### src/rtl/rv_bus_pkg.sv
// Shared Wishbone arbiter types: request bundle, FSM states and timeout defaults.
package rv_bus_pkg;

  typedef struct packed {
    logic [31:0] adr;
    logic [31:0] dat;
    logic        we;
    logic [3:0]  sel;
    logic        stb;
    logic        cyc;
  } wb_req_t;

  typedef enum logic {
    ARB_IDLE = 1'b0,
    ARB_BUSY = 1'b1
  } arb_state_e;

  localparam int ARB_TIMEOUT_DEFAULT = 255;
  localparam int TMO_W               = 16;

endpackage

### src/rtl/rr_pick.sv
// Combinational round-robin priority encoder: first requester after i_last (mod N).
module rr_pick #(
  parameter int N  = 2,
  parameter int IW = (N > 1) ? $clog2(N) : 1
) (
  input  logic [N-1:0]  i_req,
  input  logic [IW-1:0] i_last,
  output logic          o_vld,
  output logic [IW-1:0] o_idx,
  output logic [N-1:0]  o_onehot
);

  logic [IW-1:0] cand;

  always_comb begin
    o_vld    = 1'b0;
    o_idx    = '0;
    o_onehot = '0;
    cand     = '0;
    // Walk from farthest to nearest so the nearest requester overwrites the rest.
    for (int k = N; k >= 1; k--) begin
      cand = IW'((int'(i_last) + k) % N);
      if (i_req[cand]) begin
        o_vld = 1'b1;
        o_idx = cand;
      end
    end
    o_onehot[o_idx] = o_vld;
  end

endmodule

### src/rtl/wb_master_arbiter.sv
// Round-robin Wishbone master arbiter; grant held per CYC burst, 1-cycle grant latency.
// Optional STB-without-ACK watchdog enabled by WB_ARB_TIMEOUT_EN.
module wb_master_arbiter
  import rv_bus_pkg::*;
#(
  parameter int MASTERS        = 2,
  parameter int TIMEOUT_CYCLES = ARB_TIMEOUT_DEFAULT
) (
  input  logic                     i_clk,
  input  logic                     i_reset_n,
  input  logic [MASTERS-1:0][31:0] i_m_adr,
  input  logic [MASTERS-1:0][31:0] i_m_dat,
  input  logic [MASTERS-1:0]       i_m_we,
  input  logic [MASTERS-1:0][3:0]  i_m_sel,
  input  logic [MASTERS-1:0]       i_m_stb,
  input  logic [MASTERS-1:0]       i_m_cyc,
  output logic [31:0]              o_m_dat,
  output logic [MASTERS-1:0]       o_m_ack,
  output logic [MASTERS-1:0]       o_m_err,
  output logic [31:0]              o_wb_adr,
  output logic [31:0]              o_wb_dat,
  output logic                     o_wb_we,
  output logic [3:0]               o_wb_sel,
  output logic                     o_wb_stb,
  output logic                     o_wb_cyc,
  input  logic [31:0]              i_wb_dat,
  input  logic                     i_wb_ack,
  output logic [MASTERS-1:0]       o_grant
);

  localparam int IW = (MASTERS > 1) ? $clog2(MASTERS) : 1;

  if (MASTERS < 2 || MASTERS > 8 || TIMEOUT_CYCLES < 1) begin : g_bad_cfg
    $error("wb_master_arbiter: unsupported MASTERS or TIMEOUT_CYCLES");
  end

  arb_state_e    state_q, state_d;
  logic [IW-1:0] grant_q, grant_d;
  logic [IW-1:0] last_q, last_d;
  logic [MASTERS-1:0] req;
  logic          pick_vld;
  logic [IW-1:0] pick_idx;
  logic [MASTERS-1:0] pick_onehot;
  logic          tmo_fire;
  wb_req_t       bus_req;

  rr_pick #(.N(MASTERS), .IW(IW)) u_pick (
    .i_req    (req),
    .i_last   (last_q),
    .o_vld    (pick_vld),
    .o_idx    (pick_idx),
    .o_onehot (pick_onehot)
  );

`ifdef WB_ARB_TIMEOUT_EN
  logic [TMO_W-1:0]   cnt_q, cnt_d;
  logic [MASTERS-1:0] lock_q, lock_d;

  // A timed-out owner stays locked out until it lets go of CYC.
  assign req = i_m_cyc & ~lock_q;

  always_comb begin
    tmo_fire = (state_q == ARB_BUSY) && i_m_stb[grant_q] && !i_wb_ack &&
               (cnt_q == TMO_W'(TIMEOUT_CYCLES - 1));
    cnt_d = '0;
    if (state_q == ARB_BUSY && i_m_stb[grant_q] && !i_wb_ack) cnt_d = cnt_q + TMO_W'(1);
    lock_d = lock_q;
    if (tmo_fire) lock_d[grant_q] = 1'b1;
    lock_d = lock_d & i_m_cyc;
  end

  always_ff @(posedge i_clk or negedge i_reset_n) begin
    if (!i_reset_n) begin
      cnt_q  <= '0;
      lock_q <= '0;
    end else begin
      cnt_q  <= cnt_d;
      lock_q <= lock_d;
    end
  end
`else
  assign req      = i_m_cyc;
  assign tmo_fire = 1'b0;
`endif

  always_comb begin
    state_d = state_q;
    grant_d = grant_q;
    last_d  = last_q;
    unique case (state_q)
      ARB_IDLE: begin
        if (pick_vld) begin
          state_d = ARB_BUSY;
          grant_d = pick_idx;
          last_d  = pick_idx;
        end
      end
      ARB_BUSY: begin
        if (!i_m_cyc[grant_q] || tmo_fire) state_d = ARB_IDLE;
      end
      default: state_d = ARB_IDLE;
    endcase
  end

  always_comb begin
    bus_req = '0;
    o_grant = '0;
    o_m_ack = '0;
    if (state_q == ARB_BUSY) begin
      bus_req.adr = i_m_adr[grant_q];
      bus_req.dat = i_m_dat[grant_q];
      bus_req.we  = i_m_we[grant_q];
      bus_req.sel = i_m_sel[grant_q];
      bus_req.stb = i_m_stb[grant_q];
      bus_req.cyc = i_m_cyc[grant_q];
      o_grant[grant_q] = 1'b1;
      o_m_ack[grant_q] = i_wb_ack;
    end
  end

  assign o_m_err  = tmo_fire ? o_grant : '0;
  assign o_m_dat  = i_wb_dat;
  assign o_wb_adr = bus_req.adr;
  assign o_wb_dat = bus_req.dat;
  assign o_wb_we  = bus_req.we;
  assign o_wb_sel = bus_req.sel;
  assign o_wb_stb = bus_req.stb;
  assign o_wb_cyc = bus_req.cyc;

  always_ff @(posedge i_clk or negedge i_reset_n) begin
    if (!i_reset_n) begin
      state_q <= ARB_IDLE;
      grant_q <= '0;
      last_q  <= IW'(MASTERS - 1);
    end else begin
      state_q <= state_d;
      grant_q <= grant_d;
      last_q  <= last_d;
    end
  end

endmodule

### config.mk
export PLATFORM = sky130hd
export DESIGN_NAME = wb_master_arbiter
export DESIGN_NICKNAME = d
export VERILOG_FILES = /design/src/rtl/rv_bus_pkg.sv /design/src/rtl/rr_pick.sv /design/src/rtl/wb_master_arbiter.sv
export SDC_FILE = /design/constraint.sdc
export NUM_CORES = 1
export LEC_CHECK = 0
export BUFFER_PORTS_ARGS = -buffer_cell sky130_fd_sc_hd__buf_2
export CAP_MARGIN = 20
export CELL_PAD_IN_SITES_DETAIL_PLACEMENT = 1
export CELL_PAD_IN_SITES_GLOBAL_PLACEMENT = 1
export CORE_AREA = 2 2 111 113
export CTS_CLUSTER_DIAMETER = 200
export DETAILED_ROUTE_END_ITERATION = 10
export DIE_AREA = 0 0 113 115
export PLACE_DENSITY_LB_ADDON = 0.1
export RECOVER_POWER = 50
export SLEW_MARGIN = 30
export SYNTH_ARGS = -nofsm -noshare
export SYNTH_HDL_FRONTEND = slang
export SYNTH_SLANG_ARGS = --single-unit
### constraint.sdc
create_clock -name i_clk -period 1.3 [get_ports i_clk]
set_input_delay 0.26 -clock i_clk [delete_from_list [all_inputs] [get_ports i_clk]]
set_output_delay 0.26 -clock i_clk [all_outputs]
set_load 0.02 [all_outputs]
==> run_results.csv <==
group,metric,value,unit
final_layout,diodes,0,
global_routing,overflow,0,
worst_setup_path,startpoint_type,"flop",
final_layout,synthToLayoutAreaGrowth,87.40,%
timing,maxSlewViolCount,0,
routing,first_pass_iters,7,
power_and_ir_drop,power.leakage,1.815,nW
clock_tree,path_clk_slew,0.03,ns
floorplan,fp.dieW,113,um
routing,via_per_inst,3.908,
power_and_ir_drop,swShare,46.98,%
timing,max_clock_freq,0.6052,GHz
clock_tree,clkSinkCount,3,
worst_setup_path,reg2regPathDepth,6,
clock_tree,htree_levels,1,
power_and_ir_drop,ir_drop,0.0006497,V
routing,antenna_left,0,
worst_setup_path,critPathRequiredTime,1.04,ns
worst_setup_path,reg2reg_to,"state_q",
timing,rsz0062_at_grt,"yes",
timing,hold_slack,0.3326,ns
worst_setup_path,critPathLaunch,"grant_q",
placement,dp_cells,536,
floorplan,rows,40,
timing,clock_skew,0.002126,ns
clock_tree,clkLatencyLatePin,0.23,ns
worst_setup_path,arrival,1.39,ns
global_routing,antenna_found_initial,0,
routing,drc,19,
placement,portBuffers,219,
timing,period_minus_slack,1.652,ns
yosys,yosysWarningCount,0,
global_routing,grt_pass1_wl,10.58,mm
clock_tree,cts-root-buf,"clkbuf_16",
floorplan,dieArea,13000,sq um
final_layout,nets,572,
yosys,syn-cell-area,1748,sq um
power_and_ir_drop,seqPwrFrac,3.8,%
placement,pre_cts_slack,-0.1862,ns
routing,routed_wl,7.291,mm
floorplan,die-height,115,um
placement,dp_hpwl,6.032,mm
clock_tree,clk_path_buf_depth,2,
worst_setup_path,critPathMaxFanout,22,
routing,vias,2114,
worst_setup_path,setup.worst_path.class,"flop to primary output",
job,drv_cap,0,
power_and_ir_drop,p_int,0.003273,W
hold_path,whs_path_depth,3,
worst_setup_path,crit_end,"o_wb_dat[6]",
clock_tree,cts_tree,"yes",
floorplan,start_util,14.80,%
yosys,seq_area_frac_synth,4.366,%
clock_tree,cts_buffers,3,
power_and_ir_drop,combPwrFrac,88.2,%
final_layout,stdcell_count,541,
global_routing,grtUsageTotal,10.11,%
status,status,"finished with violations",
power_and_ir_drop,p_per_area,1884,nW/um^2
floorplan,pin_count,286,
final_layout,nFillCells,1435,
power_and_ir_drop,power.switching,0.002900,W
timing,finalWorstSetupSlack,-0.3524,ns
global_routing,grt_max_degree,28,
yosys,syn_inst,210,
floorplan,fp.coreArea,11810,sq um
routing,wl_per_cell,13.48,um
placement,gp_congestion,0.6951,
power_and_ir_drop,pwr-share-clk,8.0,%
hold_path,hold_class,"primary input to flop",
final_layout,final_layout_size_suffix_gt1_share,80.20,%
yosys,synth_seq_cells,3,
timing,setup_viol,75,
yosys,avgSynthCellArea,8.323,sq um
worst_setup_path,rrSetupSlack,0.02,ns
clock_tree,postCtsSetupBuffers,0,
worst_setup_path,r2r-start,"grant_q",
hold_path,min_from,"i_m_cyc[1]",
routing,first_iter_violations,42,
global_routing,grt_pass1_vias,2176,
yosys,yosys.cell_types.count,22,
timing,hold_viol,0,
timing,fin_crit_sh,127.1,%
worst_setup_path,cp-end-kind,"primary output",
status,violations,"DRC, setup timing",
-- cell usage in the layout (no fill, tap or decap) --
| cell type | netlist | routed |
|---|---|---|
| buf_4 | 36 | 5 |
| dlygate4sd3_1 | 0 | 1 |
| buf_2 | 2 | 183 |
| nand2b_1 | 2 | 2 |
| nor2_2 | 0 | 1 |
| nor2b_2 | 0 | 71 |
| dfrtp_4 | 0 | 1 |
| inv_1 | 1 | 1 |
| and2_2 | 0 | 1 |
| dfstp_2 | 1 | 1 |
| mux2i_1 | 71 | 66 |
| and3_1 | 1 | 1 |
| conb_1 | 1 | 2 |
| and2_4 | 1 | 1 |
| mux2i_2 | 0 | 4 |
| buf_6 | 1 | 36 |
| dfrtp_2 | 0 | 1 |
| mux2i_4 | 0 | 1 |
| o21ai_0 | 1 | 1 |
| nor2b_4 | 0 | 1 |
| a21o_1 | 1 | 1 |
| a21oi_1 | 1 | 1 |
| a2bb2oi_2 | 1 | 1 |
| buf_12 | 5 | 5 |
| nand2_1 | 1 | 1 |
| clkbuf_1 | 6 | 1 |
| clkbuf_16 | 0 | 3 |
-- worst min-delay path by stage --
stage               endpoint  slack, ns
floorplan            grant_q      -0.04
global route         state_q       0.35
detailed placement   grant_q       0.06
global placement     grant_q       0.06
CTS                  state_q       0.33
finish               state_q       0.33
-- metrics by stage --
| stage | TNS (ns) | area [sq um] | utilization (%) | total power [W] |
|---|---|---|---|---|
| after CTS | -24.53 | 3227 | 27.32 | 0.006193 |
| final | -23.13 | 3276 | 27.73 | 0.006172 |
| after global placement | -6.062 | 2932 | 24.82 | 0.005151 |
| after global routing | -27.60 | 3276 | 27.73 | 0.006598 |
| after floorplan | -2.686 | 1938 | - | 0.004114 |
| after detailed placement | -7.147 | 2932 | 24.82 | 0.005193 |
-- what timing repair did --
item | 4_1_cts | 5_1_grt
gates resized for setup | 64 | 15
setup endpoints to repair | 76 | 76
cloned | 0 | 0
hold buffers | 1 | 0
endpoints found under the hold margin | 2 | 0
-- flip-flops by register name (all words and copies together) (netlist names) --
name and cells:
last_q 1, state_q 1, grant_q 1
-- power by group through the flow --
stage | logic, W | registers, W | clock network [W]
detailed placement | 0.00495 | 0.000241 | 0
global route | 0.00584 | 0.000250 | 0.000512
finish | 0.00544 | 0.000236 | 0.000494
CTS | 0.00545 | 0.000241 | 0.000500
global placement | 0.00491 | 0.000238 | 0
floorplan | 0.00395 | 0.000166 | 0
-- critical path, stage by stage, from the launching register on --
cell,delay [ns]
dfrtp_4,0.45
buf_12,0.22
mux2i_2,0.27
nor2b_2,0.06
buf_2,0.16
-- cell type report --
class | instances | area (sq um) | area share (%)
sequential | 3 | 81.33 | 2.483
clock buffer | 4 | 78.83 | 2.406
multi-input combinational | 156 | 1459 | 44.54
inverter | 1 | 3.754 | 0.1146
timing repair buffer | 230 | 1469 | 44.84
tap | 147 | 183.9 | 5.615
-- cells by family (layout without fill, tap and decap cells) --
logic type,Yosys count,in the layout,share of synthesized area [%]
multiplexers,71,71,40.66
AND/OR/NAND/NOR,79,79,28.13
buffers and inverters,52,235,24.77
flip-flops,3,3,4.367
AO/OA/AOI/OAI,4,4,1.860
other,1,2,0.2145
-- synthesized netlist by cell type, drive strengths merged --
cell type	instances	area, sq um
nand2	1	3.750
nor2b	72	450.4
clkbuf	6	22.52
inv	1	3.750
a2bb2oi	1	15.01
dfrtp	2	50.05
mux2i	71	710.7
a21o	1	7.510
conb	1	3.750
a21oi	1	5.000
and3	1	6.260
nand2b	2	12.51
o21ai	1	5.000
buf	45	406.6
dfstp	1	26.28
nor2	1	3.750
and2	2	15.02
-- routing by layer --
| layer | track usage [%] | routed length [um] |
|---|---|---|
| met3 | 2.161 | 791 |
| met4 | 3.902 | 131 |
| met5 | 0 | 0 |
| met2 | 20.04 | 3996 |
| met1 | 10.29 | 2370 |
Note: power is estimated with default switching activity, not from simulation.
